--- src/rtl/seg7_scan_ctrl.sv ---
// seg7_scan_ctrl: multiplexed 7-segment scanner with frame-synchronous double buffering.
// Define SEG7_LZ_SUPPRESS_EN to blank leading-zero digit positions.
module seg7_scan_ctrl #(
    parameter int DIGITS    = 4,
    parameter int SHOW_CYC  = 1000,
    parameter int BLANK_CYC = 8
) (
    input  logic                clk,
    input  logic                rst_n,
    input  logic                en,
    input  logic                load,
    input  logic [4*DIGITS-1:0] digits_in,
    output logic [3:0]          bcd_out,
    output logic [DIGITS-1:0]   an_n,
    output logic                frame_done
);
    localparam int MAXC = SHOW_CYC > BLANK_CYC ? SHOW_CYC : BLANK_CYC;
    localparam int CW   = MAXC > 1 ? $clog2(MAXC) : 1;
    localparam int IW   = $clog2(DIGITS);
    localparam logic [0:0] BLANK = 1'b0;
    localparam logic [0:0] SHOW  = 1'b1;

    logic [0:0]          state, state_n;
    logic [IW-1:0]       idx, idx_n;
    logic [CW-1:0]       cnt, cnt_n;
    logic [4*DIGITS-1:0] staging, shadow, shadow_n;
    logic                pending, pending_n, boundary, lit;

    always_comb begin
        state_n  = state;
        idx_n    = idx;
        cnt_n    = cnt + CW'(1);
        boundary = 1'b0;
        if (!en) begin
            state_n = BLANK;
            cnt_n   = '0;
        end else if (state == BLANK && cnt == CW'(BLANK_CYC - 1)) begin
            state_n = SHOW;
            cnt_n   = '0;
        end else if (state == SHOW && cnt == CW'(SHOW_CYC - 1)) begin
            state_n  = BLANK;
            cnt_n    = '0;
            boundary = idx == IW'(DIGITS - 1);
            idx_n    = boundary ? '0 : idx + IW'(1);
        end
        // A load landing on the boundary goes straight into the new frame's shadow.
        shadow_n  = boundary ? (load ? digits_in : (pending ? staging : shadow)) : shadow;
        pending_n = load ? !boundary : (boundary ? 1'b0 : pending);
    end

`ifdef SEG7_LZ_SUPPRESS_EN
    logic [IW-1:0] hi;

    always_comb begin
        hi = '0;
        for (int i = 1; i < DIGITS; i++)
            if (shadow[4*i +: 4] != 4'd0) hi = IW'(i);
        lit = idx_n <= hi;
    end
`else
    assign lit = 1'b1;
`endif

    always_ff @(posedge clk or negedge rst_n) begin
        if (!rst_n) begin
            state      <= BLANK;
            idx        <= '0;
            cnt        <= '0;
            staging    <= '0;
            shadow     <= '0;
            pending    <= 1'b0;
            an_n       <= '1;
            bcd_out    <= 4'd0;
            frame_done <= 1'b0;
        end else begin
            state      <= state_n;
            idx        <= idx_n;
            cnt        <= cnt_n;
            staging    <= load ? digits_in : staging;
            shadow     <= shadow_n;
            pending    <= pending_n;
            an_n       <= (state_n == SHOW && lit) ? ~(DIGITS'(1) << idx_n) : '1;
            bcd_out    <= state_n == BLANK ? shadow_n[4*int'(idx_n) +: 4] : bcd_out;
            frame_done <= boundary;
        end
    end
endmodule
--- config.mk ---
export PLATFORM = sky130hd
export DESIGN_NAME = seg7_scan_ctrl
export DESIGN_NICKNAME = d
export VERILOG_FILES = /design/src/rtl/seg7_scan_ctrl.sv
export SDC_FILE = /design/constraint.sdc
export NUM_CORES = 1
export LEC_CHECK = 0
export CAP_MARGIN = 30
export CORE_UTILIZATION = 52
export CTS_BUF_LIST = sky130_fd_sc_hd__clkbuf_8
export DETAILED_ROUTE_END_ITERATION = 8
export GPL_TIMING_DRIVEN = 0
export MAX_ROUTING_LAYER = met4
export PLACE_DENSITY = 0.78
export SYNTH_ARGS = -nofsm -noshare
export SYNTH_HDL_FRONTEND = slang
export SYNTH_SLANG_ARGS = --single-unit
export TNS_END_PERCENT = 100
--- constraint.sdc ---
create_clock -name clk -period 2.3 [get_ports clk]
set_input_delay 0.69 -clock clk [delete_from_list [all_inputs] [get_ports clk]]
set_output_delay 0.69 -clock clk [all_outputs]
set_load 0.01 [all_outputs]
Word-level counts from Yosys, hierarchy flattened
Index checks and enable logic that the tools add are counted.

Bits in read-only memories: 0. RAM bits: 0. Memories: 0. Output and inout port bits: 9. Bits in latches: 0. Register bits: 55.

Reductions and logical operators: 4. $lt $le $gt $ge: 0. Shifts and indexed selects: 2. Muxes and demuxes: 19. $mul: 0. Equality and inequality tests: 3. Add/subtract/negate cells: 2. Bitwise operators: 2. Divide/modulo/power cells: 0.

Operators by type and width (count): $mux W16 (3); $mux W10 (3); $shiftx A16 B5 Y4 (1); $add A10 B1 Y10 const B (1); $eq A10 B10 Y1 const B (1); $eq A10 B3 Y1 const B (1); $mux W1 (8); $mux W2 (4); $mux W4 (1); $not A4 Y4 (1); $shl A1 B2 Y4 const A (1); $add A2 B1 Y2 const B (1); $eq A2 B2 Y1 const B (1); $logic_and A1 B1 Y1 (2); $reduce_bool A2 Y1 (1); $logic_not A1 Y1 (1); $not A1 Y1 (1).

Longest topological paths before layout
Gate-level depths: netlist (run 1).

Depth after elaboration: 8. Mapped depth: 9. Mapped depth without buffers: 8.

Least setup slack after synthesis (run 1)
OpenSTA, ideal clock, no wires.

Kind: input to register. Start: input port en. End: register bcd_out[3]. Path slack: -0.050 ns. Library setup time: 0.095 ns. Arrival: 2.254 ns. Stages: 7. Path buffers: 1. Path through: inv_1 > nor4_4 > mux2i_1 > buf_2 > nand2_1 > a32o_1 > o31ai_1.

Cells in the longest elaborated chain, start to end: 3. Elaborated cells on any way between the ends: 5.

RTL lines: start: declaration (RTL line 10) `input logic en,`; $mux W1 (RTL line 34) `if (!en) begin`; $mux W16 (RTL line 47) `shadow_n = boundary ? (load ? digits_in : (pending ? staging : shadow)) : shadow;`; $shiftx A16 B5 Y4 (RTL line 83) `bcd_out <= state_n == BLANK ? shadow_n[4*int'(idx_n) +: 4] : bcd_out;`; end signal: assignment (RTL line 83); end: declaration (RTL line 13) `output logic [3:0] bcd_out,`.

Several ways; a longest one is shown, not always the timed one. A chain may end at the register's enable or synchronous reset.

Worst setup path after layout (run 1)
Start: register cnt[0]. End: register bcd_out[2].

Elaborated cells on any way between the ends: 15.

RTL lines: start: declaration (RTL line 25) `logic [CW-1:0] cnt, cnt_n;`; start signal: assignment (RTL line 78) `cnt <= cnt_n;`; $eq A10 B10 Y1 (RTL line 40) `end else if (state == SHOW && cnt == CW'(SHOW_CYC - 1)) begin`; $logic_and A1 B1 Y1 (RTL line 40); $mux W2 (RTL line 40); $mux W2 (*) (RTL line 37) `end else if (state == BLANK && cnt == CW'(BLANK_CYC - 1)) begin`; $mux W2 (*) (RTL line 34); net idx_n[0] (RTL line 24) `logic [IW-1:0] idx, idx_n;`; $shiftx A16 B5 Y4 (*) (RTL line 83).

The timed path passes the listed nets; every way through them passes the cells marked *.

==> qor.csv, run 1 <==
stage,metric,value,unit
status,status,finished clean,
timing,setup_tns,0,ps
drt,ant_nets,0,
drt,first_pass_iters,4,
timing,skew,7.32,ps
worst_setup_path,end_kind,flop,
grt,grt_max_degree,34,
grt,grt_usage,0.216,
timing,hold_viol,0,
logic_synthesis,postSynthAreaPerCell,11.7,sq um
logic_synthesis,ys_seq_area_frac,0.571,
grt,grt_pass1_wl,7.89,mm
power_and_ir_drop,ir_worst_vdd,366,uV
cts,numCtsBuffers,5,
drt,drtIter0Drc,92,
drt,via_count,1673,
finish,num_antenna_cells,0,
die,die_w,70.2,um
die,coreArea,4410,sq um
logic_synthesis,syn_nets,229,
cts,clk_latency,310,ps
finish,layout.nets,272,
logic_synthesis,synthArstFlopShare,1.00,
grt,grt_overflow,0,
power_and_ir_drop,clkPwrFrac,0.362,
placed_design,placed_area,2780,sq um
timing,finalSetupViolations,0,
finish,final_cell_mix,"dfrtp_1 (48), nand2_1 (28), clkdlybuf4s50_1 (25), mux2_2 (21), nor2_1 (15)",
timing,fin_crit,2140,ps
finish,layout_commonest_cell,dfrtp_1,
cts,root_buffer,clkbuf_8,
die,die_h,70.2,um
die,ios,29,
drt,wirelength,4.59,mm
finish,fin_util,0.685,
grt,antenna_found_initial,0,
cts,htree_num_levels,2,
timing,maxSlewViolCount,0,
timing,fin_crit_sh,0.932,
power_and_ir_drop,p_leak,1.37,nW
cts,cts.sinks,55,
grt,grt_pass1_vias,1729,
worst_setup_path,cp.required,2500,ps
drt,viasPerCell,5.52,
drt,drc,0,
placed_design,gp_congestion,0.799,
cts,clkTransAtPathRegs,90,ps
logic_synthesis,synth_warnings,0,
timing,max_freq,467,MHz
die,rows,24,
worst_setup_path,path_max_fanout,10,
worst_setup_path,worstPathArrival,2340,ps
finish,design_area,3020,sq um
logic_synthesis,synth.distinct_cells,39,
power_and_ir_drop,seqPwrFrac,0.567,
placed_design,port_buffers,27,
timing,worstMarginPinSlew,551,ps
power_and_ir_drop,sw_frac_of_total,0.207,
finish,final_layout_size_suffix_gt1_frac,0.259,
die,start_util,0.548,
worst_setup_path,critPathKind,flop to flop,
cts,cts_buffer_depth,2,
power_and_ir_drop,p_int,0.00142,W
placed_design,place_inst,287,
die,dieArea,4930,sq um
worst_setup_path,start_kind,flop,
drt,wl_per_cell,15.2,um
cts,cts_tree,built,
worst_hold_path,min_path_type,input port to async pin,
logic_synthesis,synth-edff-count,0,
finish,syn_to_final_growth,25.0,%
power_and_ir_drop,power_density,591,nW/um^2
timing,max_slew_margin,0.633,
finish,layoutNonFillerInstCount,303,
power_and_ir_drop,power.switching,0.000370,W
flow_run,maxCapViolCount,0,
timing,rsz0062_at_grt,no,
placed_design,hpwlAfterDp,3.23,mm
logic_synthesis,syn-cell-area,2420,sq um
logic_synthesis,ys_ff_latch,55,
power_and_ir_drop,combPwrFrac,0.071,
logic_synthesis,synth_flop_cell,dfrtp_1,
logic_synthesis,syn_inst,207,
## layer usage
metal | share of wire | GRT usage
met3 | 0.029 | 0.0462
met2 | 0.51 | 0.348
met1 | 0.45 | 0.266
met5 | 0 | -
met4 | 0.015 | 0.0911
## synth_stat cells, types with 4 or more instances
cell | number | share of area
dfrtp_1 | 51 | 0.53
and3_1 | 5 | 0.013
nor2_1 | 16 | 0.025
mux2_2 | 22 | 0.10
inv_1 | 6 | 0.0093
xnor2_1 | 5 | 0.018
dfstp_2 | 4 | 0.043
nand2_1 | 28 | 0.043
mux2i_1 | 12 | 0.050
nand3_1 | 6 | 0.012
o21ai_0 | 6 | 0.012
## stage by stage
stage	hold WS [ps]	worst slack (ps)	power, W
after floorplan	394	1.83	0.00108
after global placement	451	-1060	0.00115
after detailed placement	466	-747	0.00116
after CTS	351	33.8	0.00181
after global routing	369	3.81	0.00186
final	344	158	0.00179
## registers in the layout, indices dropped and copies added, names as in the netlist
signal,count
an_n,4
staging,16
bcd_out,4
state,1
pending,1
cnt,10
idx,2
frame_done,1
shadow,16
## power groups by stage
stage / logic [W] / registers, W / clock network, W
floorplan: 0.0000576 / 0.00103 / 0
global placement: 0.000119 / 0.00103 / 0
detailed placement: 0.000125 / 0.00103 / 0
CTS: 0.000126 / 0.00101 / 0.000668
global route: 0.000143 / 0.00102 / 0.000698
finish: 0.000127 / 0.00101 / 0.000648
## layout make-up
type | count | area [sq um]
Tap cell | 52 | 65.1
Multi-Input combinational cell | 137 | 1040
Clock buffer | 6 | 82.6
Inverter | 7 | 26.3
Sequential cell | 55 | 1390
Buffer | 8 | 55.1
Fill cell | 331 | 1390
Timing Repair Buffer | 36 | 338
Clock inverter | 2 | 35.0
## worst paths after layout
kind / from / end / slack, ps / cells past startpoint
hold reg to reg: staging[2] / staging[2] / 480 / 2
hold / removal: rst_n / cnt[1] / 340 / 1
min in group clk: staging[2] / staging[2] / 480 / 2
setup reg to reg: cnt[0] / bcd_out[2] / 160 / 9
setup / recovery: cnt[0] / bcd_out[2] / 160 / 9
max in group asynchronous: rst_n / staging[13] / 1410 / 2
## logic make-up after synthesis
kind of cell	after synthesis	share of synthesized area
and+or+nand+nor	72	0.152
DFF	55	0.571
buffers and inverters	15	0.0279
adders and majority gates	2	0.0103
muxes	34	0.152
AOI/OAI and AO/OA	21	0.0574
xor gates and xnor gates	8	0.0290
## critical path, cell delays in order, from the launching register on
cell	delay, ps
dfrtp_2	420
ha_4	170
nand4bb_4	140
nor4_4	150
buf_4	180
mux2_4	300
clkbuf_4	190
mux2i_1	160
a21oi_1	80
o31a_1	240
## timing repair
action / in CTS / in global routing
endpoints found under the setup margin: 22 / 15
endpoints found under the hold margin: 0 / 0
cloned: 1 / 0
hold buffers: 0 / 0
gates resized for setup: 9 / 10
pin swaps: 1 / 0
setup buffers: 5 / 2
No activity file was read; power rests on OpenSTA's default activity.
==> run 2, diff against run 1 <==
- ABC_AREA: not set -> 0
- CTS_CLUSTER_SIZE: not set -> 12
==> results of run 2 <==
The final DEF is identical to that of run 1; final timing and power are the same.
==> run 3, diff against run 2 <==
- ABC_CLOCK_PERIOD_IN_PS: not set -> 2300
==> results of run 3 <==
The final DEF is identical to that of run 1; final timing and power are the same.
